`src/rtl/systolic_pkg.sv`:
```
// Shared defaults and FSM encoding for the systolic array feeder.
package systolic_pkg;

  localparam int N_DEF = 4;
  localparam int W_DEF = 32;

  typedef enum logic [1:0] {
    IDLE,
    STREAM,
    DRAIN,
    DONE
  } state_t;

endpackage

```
`src/rtl/feeder_tile_buf.sv`:
```
// N x N tile store: one row write port, N element read ports.
module feeder_tile_buf #(
  parameter int N  = 4,
  parameter int W  = 32,
  parameter int RW = 2
) (
  input  logic           clk,
  input  logic           rst,
  input  logic           we,
  input  logic [RW-1:0]  wr_row,
  input  logic [N*W-1:0] wr_data,
  input  logic [N*RW-1:0] rd_row,
  input  logic [N*RW-1:0] rd_col,
  output logic [N*W-1:0] rd_data
);

  logic [W-1:0] mem [N][N];

  always_ff @(posedge clk) begin
    if (rst) begin
      for (int r = 0; r < N; r++)
        for (int c = 0; c < N; c++)
          mem[r][c] <= '0;
    end else if (we) begin
      for (int c = 0; c < N; c++)
        mem[wr_row][c] <= wr_data[c*W +: W];
    end
  end

  // Write-through so a row loaded alongside start is seen by t=0.
  always_comb begin
    rd_data = '0;
    for (int p = 0; p < N; p++) begin
      logic [RW-1:0] r;
      logic [RW-1:0] c;
      r = rd_row[p*RW +: RW];
      c = rd_col[p*RW +: RW];
      if (we && (wr_row == r))
        rd_data[p*W +: W] = wr_data[c*W +: W];
      else
        rd_data[p*W +: W] = mem[r][c];
    end
  end

endmodule

```
`src/rtl/systolic_feeder.sv`:
```
// Buffers A/B tiles and streams them skewed into an N x N array.
module systolic_feeder
  import systolic_pkg::*;
#(
  parameter int N         = N_DEF,
  parameter int W         = W_DEF,
  parameter int DRAIN_CYC = 2 * N,
  localparam int RW       = (N > 1) ? $clog2(N) : 1
) (
  input  logic           clk,
  input  logic           rst,
  input  logic           load_valid,
  output logic           load_ready,
  input  logic           load_sel,
  input  logic [RW-1:0]  load_row,
  input  logic [N*W-1:0] load_data,
  input  logic           start,
  output logic           busy,
  output logic           done,
  output logic [N*W-1:0] a_out,
  output logic [N*W-1:0] b_out,
  output logic           out_valid
);

  localparam int TW = $clog2(2 * N);
  localparam int DW = $clog2(DRAIN_CYC + 1);

  state_t        state, state_nxt;
  logic [TW-1:0] t, t_nxt;
  logic [DW-1:0] drn, drn_nxt;

  logic           wr_a, wr_b;
  logic [N*RW-1:0] lane_idx, lane_k;
  logic [N-1:0]   lane_ok;
  logic [N*W-1:0] a_rd, b_rd;
  logic [N*W-1:0] a_nxt, b_nxt;
  logic           stream_nxt;

  assign load_ready = (state == IDLE);
  assign busy       = (state == STREAM) || (state == DRAIN);
  assign done       = (state == DONE);
  assign wr_a       = load_valid && load_ready && !load_sel;
  assign wr_b       = load_valid && load_ready && load_sel;

  always_comb begin
    state_nxt = state;
    t_nxt     = t;
    drn_nxt   = drn;
    unique case (state)
      IDLE: begin
        if (start) begin
          state_nxt = STREAM;
          t_nxt     = '0;
        end
      end
      STREAM: begin
        if (t == TW'(2 * N - 2)) begin
          state_nxt = DRAIN;
          drn_nxt   = '0;
        end else begin
          t_nxt = t + TW'(1);
        end
      end
      DRAIN: begin
        if (drn == DW'(DRAIN_CYC - 1))
          state_nxt = DONE;
        else
          drn_nxt = drn + DW'(1);
      end
      DONE:    state_nxt = IDLE;
      default: state_nxt = IDLE;
    endcase
  end

  // Lane p reads element t-p of its row (A) or column (B).
  always_comb begin
    lane_idx = '0;
    lane_k   = '0;
    lane_ok  = '0;
    for (int p = 0; p < N; p++) begin
      int d;
      d = int'(t_nxt) - p;
      lane_idx[p*RW +: RW] = RW'(p);
      lane_k[p*RW +: RW]   = RW'(d);
      lane_ok[p]           = (d >= 0) && (d < N);
    end
  end

  feeder_tile_buf #(.N(N), .W(W), .RW(RW)) u_buf_a (
    .clk     (clk),
    .rst     (rst),
    .we      (wr_a),
    .wr_row  (load_row),
    .wr_data (load_data),
    .rd_row  (lane_idx),
    .rd_col  (lane_k),
    .rd_data (a_rd)
  );

  feeder_tile_buf #(.N(N), .W(W), .RW(RW)) u_buf_b (
    .clk     (clk),
    .rst     (rst),
    .we      (wr_b),
    .wr_row  (load_row),
    .wr_data (load_data),
    .rd_row  (lane_k),
    .rd_col  (lane_idx),
    .rd_data (b_rd)
  );

  assign stream_nxt = (state_nxt == STREAM);

  always_comb begin
    a_nxt = '0;
    b_nxt = '0;
    for (int p = 0; p < N; p++) begin
      if (stream_nxt && lane_ok[p]) begin
        a_nxt[p*W +: W] = a_rd[p*W +: W];
        b_nxt[p*W +: W] = b_rd[p*W +: W];
      end
    end
  end

  always_ff @(posedge clk) begin
    if (rst) begin
      state     <= IDLE;
      t         <= '0;
      drn       <= '0;
      a_out     <= '0;
      b_out     <= '0;
      out_valid <= 1'b0;
    end else begin
      state     <= state_nxt;
      t         <= t_nxt;
      drn       <= drn_nxt;
      a_out     <= a_nxt;
      b_out     <= b_nxt;
      out_valid <= stream_nxt;
    end
  end

endmodule

```
`config.mk`:
```
export PLATFORM = sky130hd
export DESIGN_NAME = systolic_feeder
export DESIGN_NICKNAME = d
export VERILOG_FILES = /design/src/rtl/systolic_pkg.sv /design/src/rtl/feeder_tile_buf.sv /design/src/rtl/systolic_feeder.sv
export SDC_FILE = /design/constraint.sdc
export NUM_CORES = 2
export LEC_CHECK = 0
export CAP_MARGIN = 40
export CORE_AREA = 2 2 323 357
export CTS_BUF_LIST = sky130_fd_sc_hd__clkbuf_2 sky130_fd_sc_hd__clkbuf_4 sky130_fd_sc_hd__clkbuf_8
export DETAILED_ROUTE_END_ITERATION = 6
export DIE_AREA = 0 0 325 359
export MAX_ROUTING_LAYER = met4
export PLACE_DENSITY = 0.78
export SYNTH_ARGS = -nofsm -noshare
export SYNTH_HDL_FRONTEND = slang
export SYNTH_SLANG_ARGS = --single-unit
```
`constraint.sdc`:
```
create_clock -name clk -period 5.3 [get_ports clk]
set_input_delay 0.53 -clock clk [delete_from_list [all_inputs] [get_ports clk]]
set_output_delay 0.53 -clock clk [all_outputs]
set_load 0.02 [all_outputs]
```
==> metrics.md <==
| Metric | Value |
|---|---|
| Antenna violations before repair | `23` |
| Cts repair resizes | `0` |
| Post-route non-filler standard cell count | `6,602` |
| Worst skew pair latency | `between 0.9 and 1 ns` |
| Register area share after synthesis | `around two thirds` |
| CP max FO | `between 100 and 150` |
| Largest net degree at the start of global routing | `between 150 and 200` |
| TritonCTS clock tree | `built` |
| Post-synthesis instance area | `between 50,000 and 60,000 um2` |
| Fin nets | `5,035` |
| Placed cells | `around 6,200` |
| Yosys cell types | `just under 50` |
| Slowest cell on the critical path | `inv_8` |
| DIE HEIGHT | `roughly 360 um` |
| Syn Nets | `roughly 4,700` |
| Root Buffer | `clkbuf_8` |
| Maximum buffer depth of the clock tree | `3` |
| WHS | `~0.30 ns` |
| CTS buffer count | `roughly 200` |
| Status | `finished, final reports clean` |
| Rel. slew slack | `a little over a third` |
| Vias per cell | `~5.9` |
| Tcrit/Tclk final | `approximately three quarters` |
| Tmin final | `4.01 ns` |
| Share of cells above drive strength 1 | `12.4%` |
| Vias post-DR | `a little under 40,000` |
| Syn Inst Count | `about 4,500` |
| LEAKAGE | `between 0.02 and 0.03 uW` |
| Critical path class | `reg2reg` |
| Critical path required time | `6.12 ns` |
| Clk_skew | `between 0.04 and 0.05 ns` |
| Chip width | `325 um` |
| Synth top area share | `about 55%` |
| Final HPWL DP | `between 100 and 150 mm` |
| Fmax | `around 250 MHz` |
| Critical path's most frequent cell | `ha_1` |
| Post-DRT Antenna Nets | `0` |
| Crit start category | `register` |
| Setup TNS | `0 ns` |
| FFs w/ async S/R, synth | `0%` |
| Most frequent cells in the layout | `edfxtp_1, and2_1, nand2_1, clkdlybuf4s50_1, dfxtp_1` |
| Multi-input logic area | `around 18,000 um2` |
| Most common cell after layout, fill and taps aside | `edfxtp_1` |
| Post-synth EDFFs | `~1,000` |
| First-pass GRT wire length | `around 250 mm` |
| Final hold vios | `0` |
| Post-Route Utilization | `between 50% and 60%` |
| DP Worst Slack | `1.18 ns` |
| Clock Pin Slew Worst Setup and Hold Paths | `around 0.070 ns` |
| Initial Utilization | `between 40% and 50%` |
| WL final | `around 180 mm` |
| CP Data Arrival Time | `between 4 and 5 ns` |
| GP Congestion | `approximately 0.91` |
| CP Cell Sequence | `inv_1 -> ha_1 -> mux2i_4 -> a221oi_4 -> inv_8 -> ha_1 -> and4_1 -> o21a_2 -> buf_4 -> and3_1` |
| Vias in the first global route | `between 30,000 and 40,000` |
| Port Buffers | `just under 400` |
| Hold Path Class | `in2reg` |
| Register area | `36,700 um2` |
| Final setup fails | `0` |
| Hold-fix buffers, CTS | `0` |
| Filler cells | `just under 9,000` |
| Row cnt | `130` |
| Ys flop type | `edfxtp_1` |
| Warnings, synthesis | `0` |
| Synth area leaders | `edfxtp_1, and2_1, dfxtp_1` |
| Synthesized area per cell | `around 12 um2` |
| I/O pin total | `~400` |
| Area leader, netlist | `edfxtp_1` |
| Sink Count | `between 1,000 and 1,500` |
| DRT Pass-1 Iters | `6` |
| Growth of design area from synthesis to finish | `18.3%` |
| Max cap viols | `0` |
| Post-route setup slack | `roughly 1.3 ns` |
| Max Transition Viols Final | `0` |
| H-Tree Depth | `4` |
| Power Density | `approximately 350 nW/um2` |
| DR DRC count | `0` |
| Core box area | `between 100,000 and 150,000 um2` |
| Total grt overflow | `0` |
| Setup repair bufs after CTS | `0` |
| Slew of the pin with the lowest slew margin | `0.979 ns` |
| Detailed Route Iter0 Violations | `roughly 5,600` |
| Unrepaired setup endpoints after global routing | `no` |
| Wire length per cell | `around 27 um` |
| Die Area | `between 100,000 and 150,000 um2` |
| Synthesized flop and latch total | `between 1,000 and 1,500` |
| Crit path largest cell delay | `0.65 ns` |
| Worst vdd ir | `about 0.23 mV` |
| All-Layer GR Usage | `a little under a third` |
| CP Capture Type | `register` |
sequential cells by signal (all words and copies together) (netlist names), named ones only:
signal,count
drn,4
u_buf_b.mem,512
state,2
a_out,128
t,3
out_valid,1
u_buf_a.mem,512
b_out,96
stage by stage:
step	power, uW	cell area [um2]
after global placement	14300	61600
after CTS	23100	66200
after floorplan	13300	56000
after detailed placement	14400	61900
final	23100	66300
after global routing	23700	66300
worst max-delay path: cells and delay by family (launching register included):
kind | cells | cell delay (ns)
multiplexers | 1 | 0.41
buffers and inverters | 3 | 1.26
flip-flops | 1 | 0.35
AO/OA/AOI/OAI | 2 | 0.73
AND/OR/NAND/NOR | 2 | 0.41
adder cells (fa/ha/maj) | 2 | 0.72
routing by layer:
layer	wire length, um	vias up	global-route usage, %
li1	-	16800	-
met1	63100	19300	37.1
met2	81400	2519	46.3
met3	20300	460	7.79
met4	11400	0	17.4
met5	0	-	-
area by class of cell:
cell class,instances,share of cell area (%)
Antenna cell,17,0.0642
Clock buffer,331,6.00
Clock inverter,53,0.529
Inverter,12,0.0925
Multi-Input combinational cell,2824,27.0
Sequential cell,1323,55.4
Tap cell,1518,2.87
Timing Repair Buffer,524,7.99
cells by family (layout without fill, tap and decap cells):
logic type | after synthesis | count (layout) | share of synthesized area (%)
multiplexers | 234 | 234 | 5.70
XOR/XNOR | 6 | 6 | 0.0938
adder cells (fa/ha/maj) | 13 | 13 | 0.290
other | 0 | 17 | 0
flip-flops | 1323 | 1323 | 65.6
AND/OR/NAND/NOR | 2184 | 2184 | 20.6
buffers and inverters | 360 | 920 | 2.70
AO/OA/AOI/OAI | 387 | 387 | 5.03
power by group:
group / internal (uW) / total (uW) / switching, uW / leakage (uW)
clock: 4850 / 8890 / 4040 / 0.00230
sequential: 11600 / 11700 / 142 / 0.0131
combinational: 844 / 2490 / 1650 / 0.0104
final timing paths:
check                           depth (start not counted)                   end                start  slack, ns
worst min-delay path                                    2              register        load_data[30]       0.30
worst max-delay path                                   10  a_out[99]$_SDFF_PP0_  state[0]$_SDFF_PP0_       1.29
worst max register to register                         10  a_out[99]$_SDFF_PP0_  state[0]$_SDFF_PP0_       1.29
worst min register to register                          2   drn[1]$_SDFFE_PP0P_  drn[1]$_SDFFE_PP0P_       0.55
Yosys cell counts (2+ instances only):
cell      instances
buf_4            17
ha_1             13
and3_1          265
buf_2            54
nor4_1            5
nand3_1         129
mux2i_1         137
inv_1             9
nand4b_1          2
edfxtp_1       1024
a22oi_1           4
o21ai_0           2
dfxtp_1         299
a221oi_1          5
nor3_1            3
or2_2             5
o22ai_1          55
buf_6             4
nand2_1         777
and2_1          966
clkbuf_1        249
or4_1             2
xnor2_1           3
o31a_1           55
nor2b_1           3
mux4_2           64
nand2b_1          2
nor2_1           18
and4_1            2
buf_1            24
xor2_1            3
a21oi_1         117
o21a_1            5
a32oi_1         138
clkinv_1          2
mux2_2           32
(Power assumes the default switching activity.)
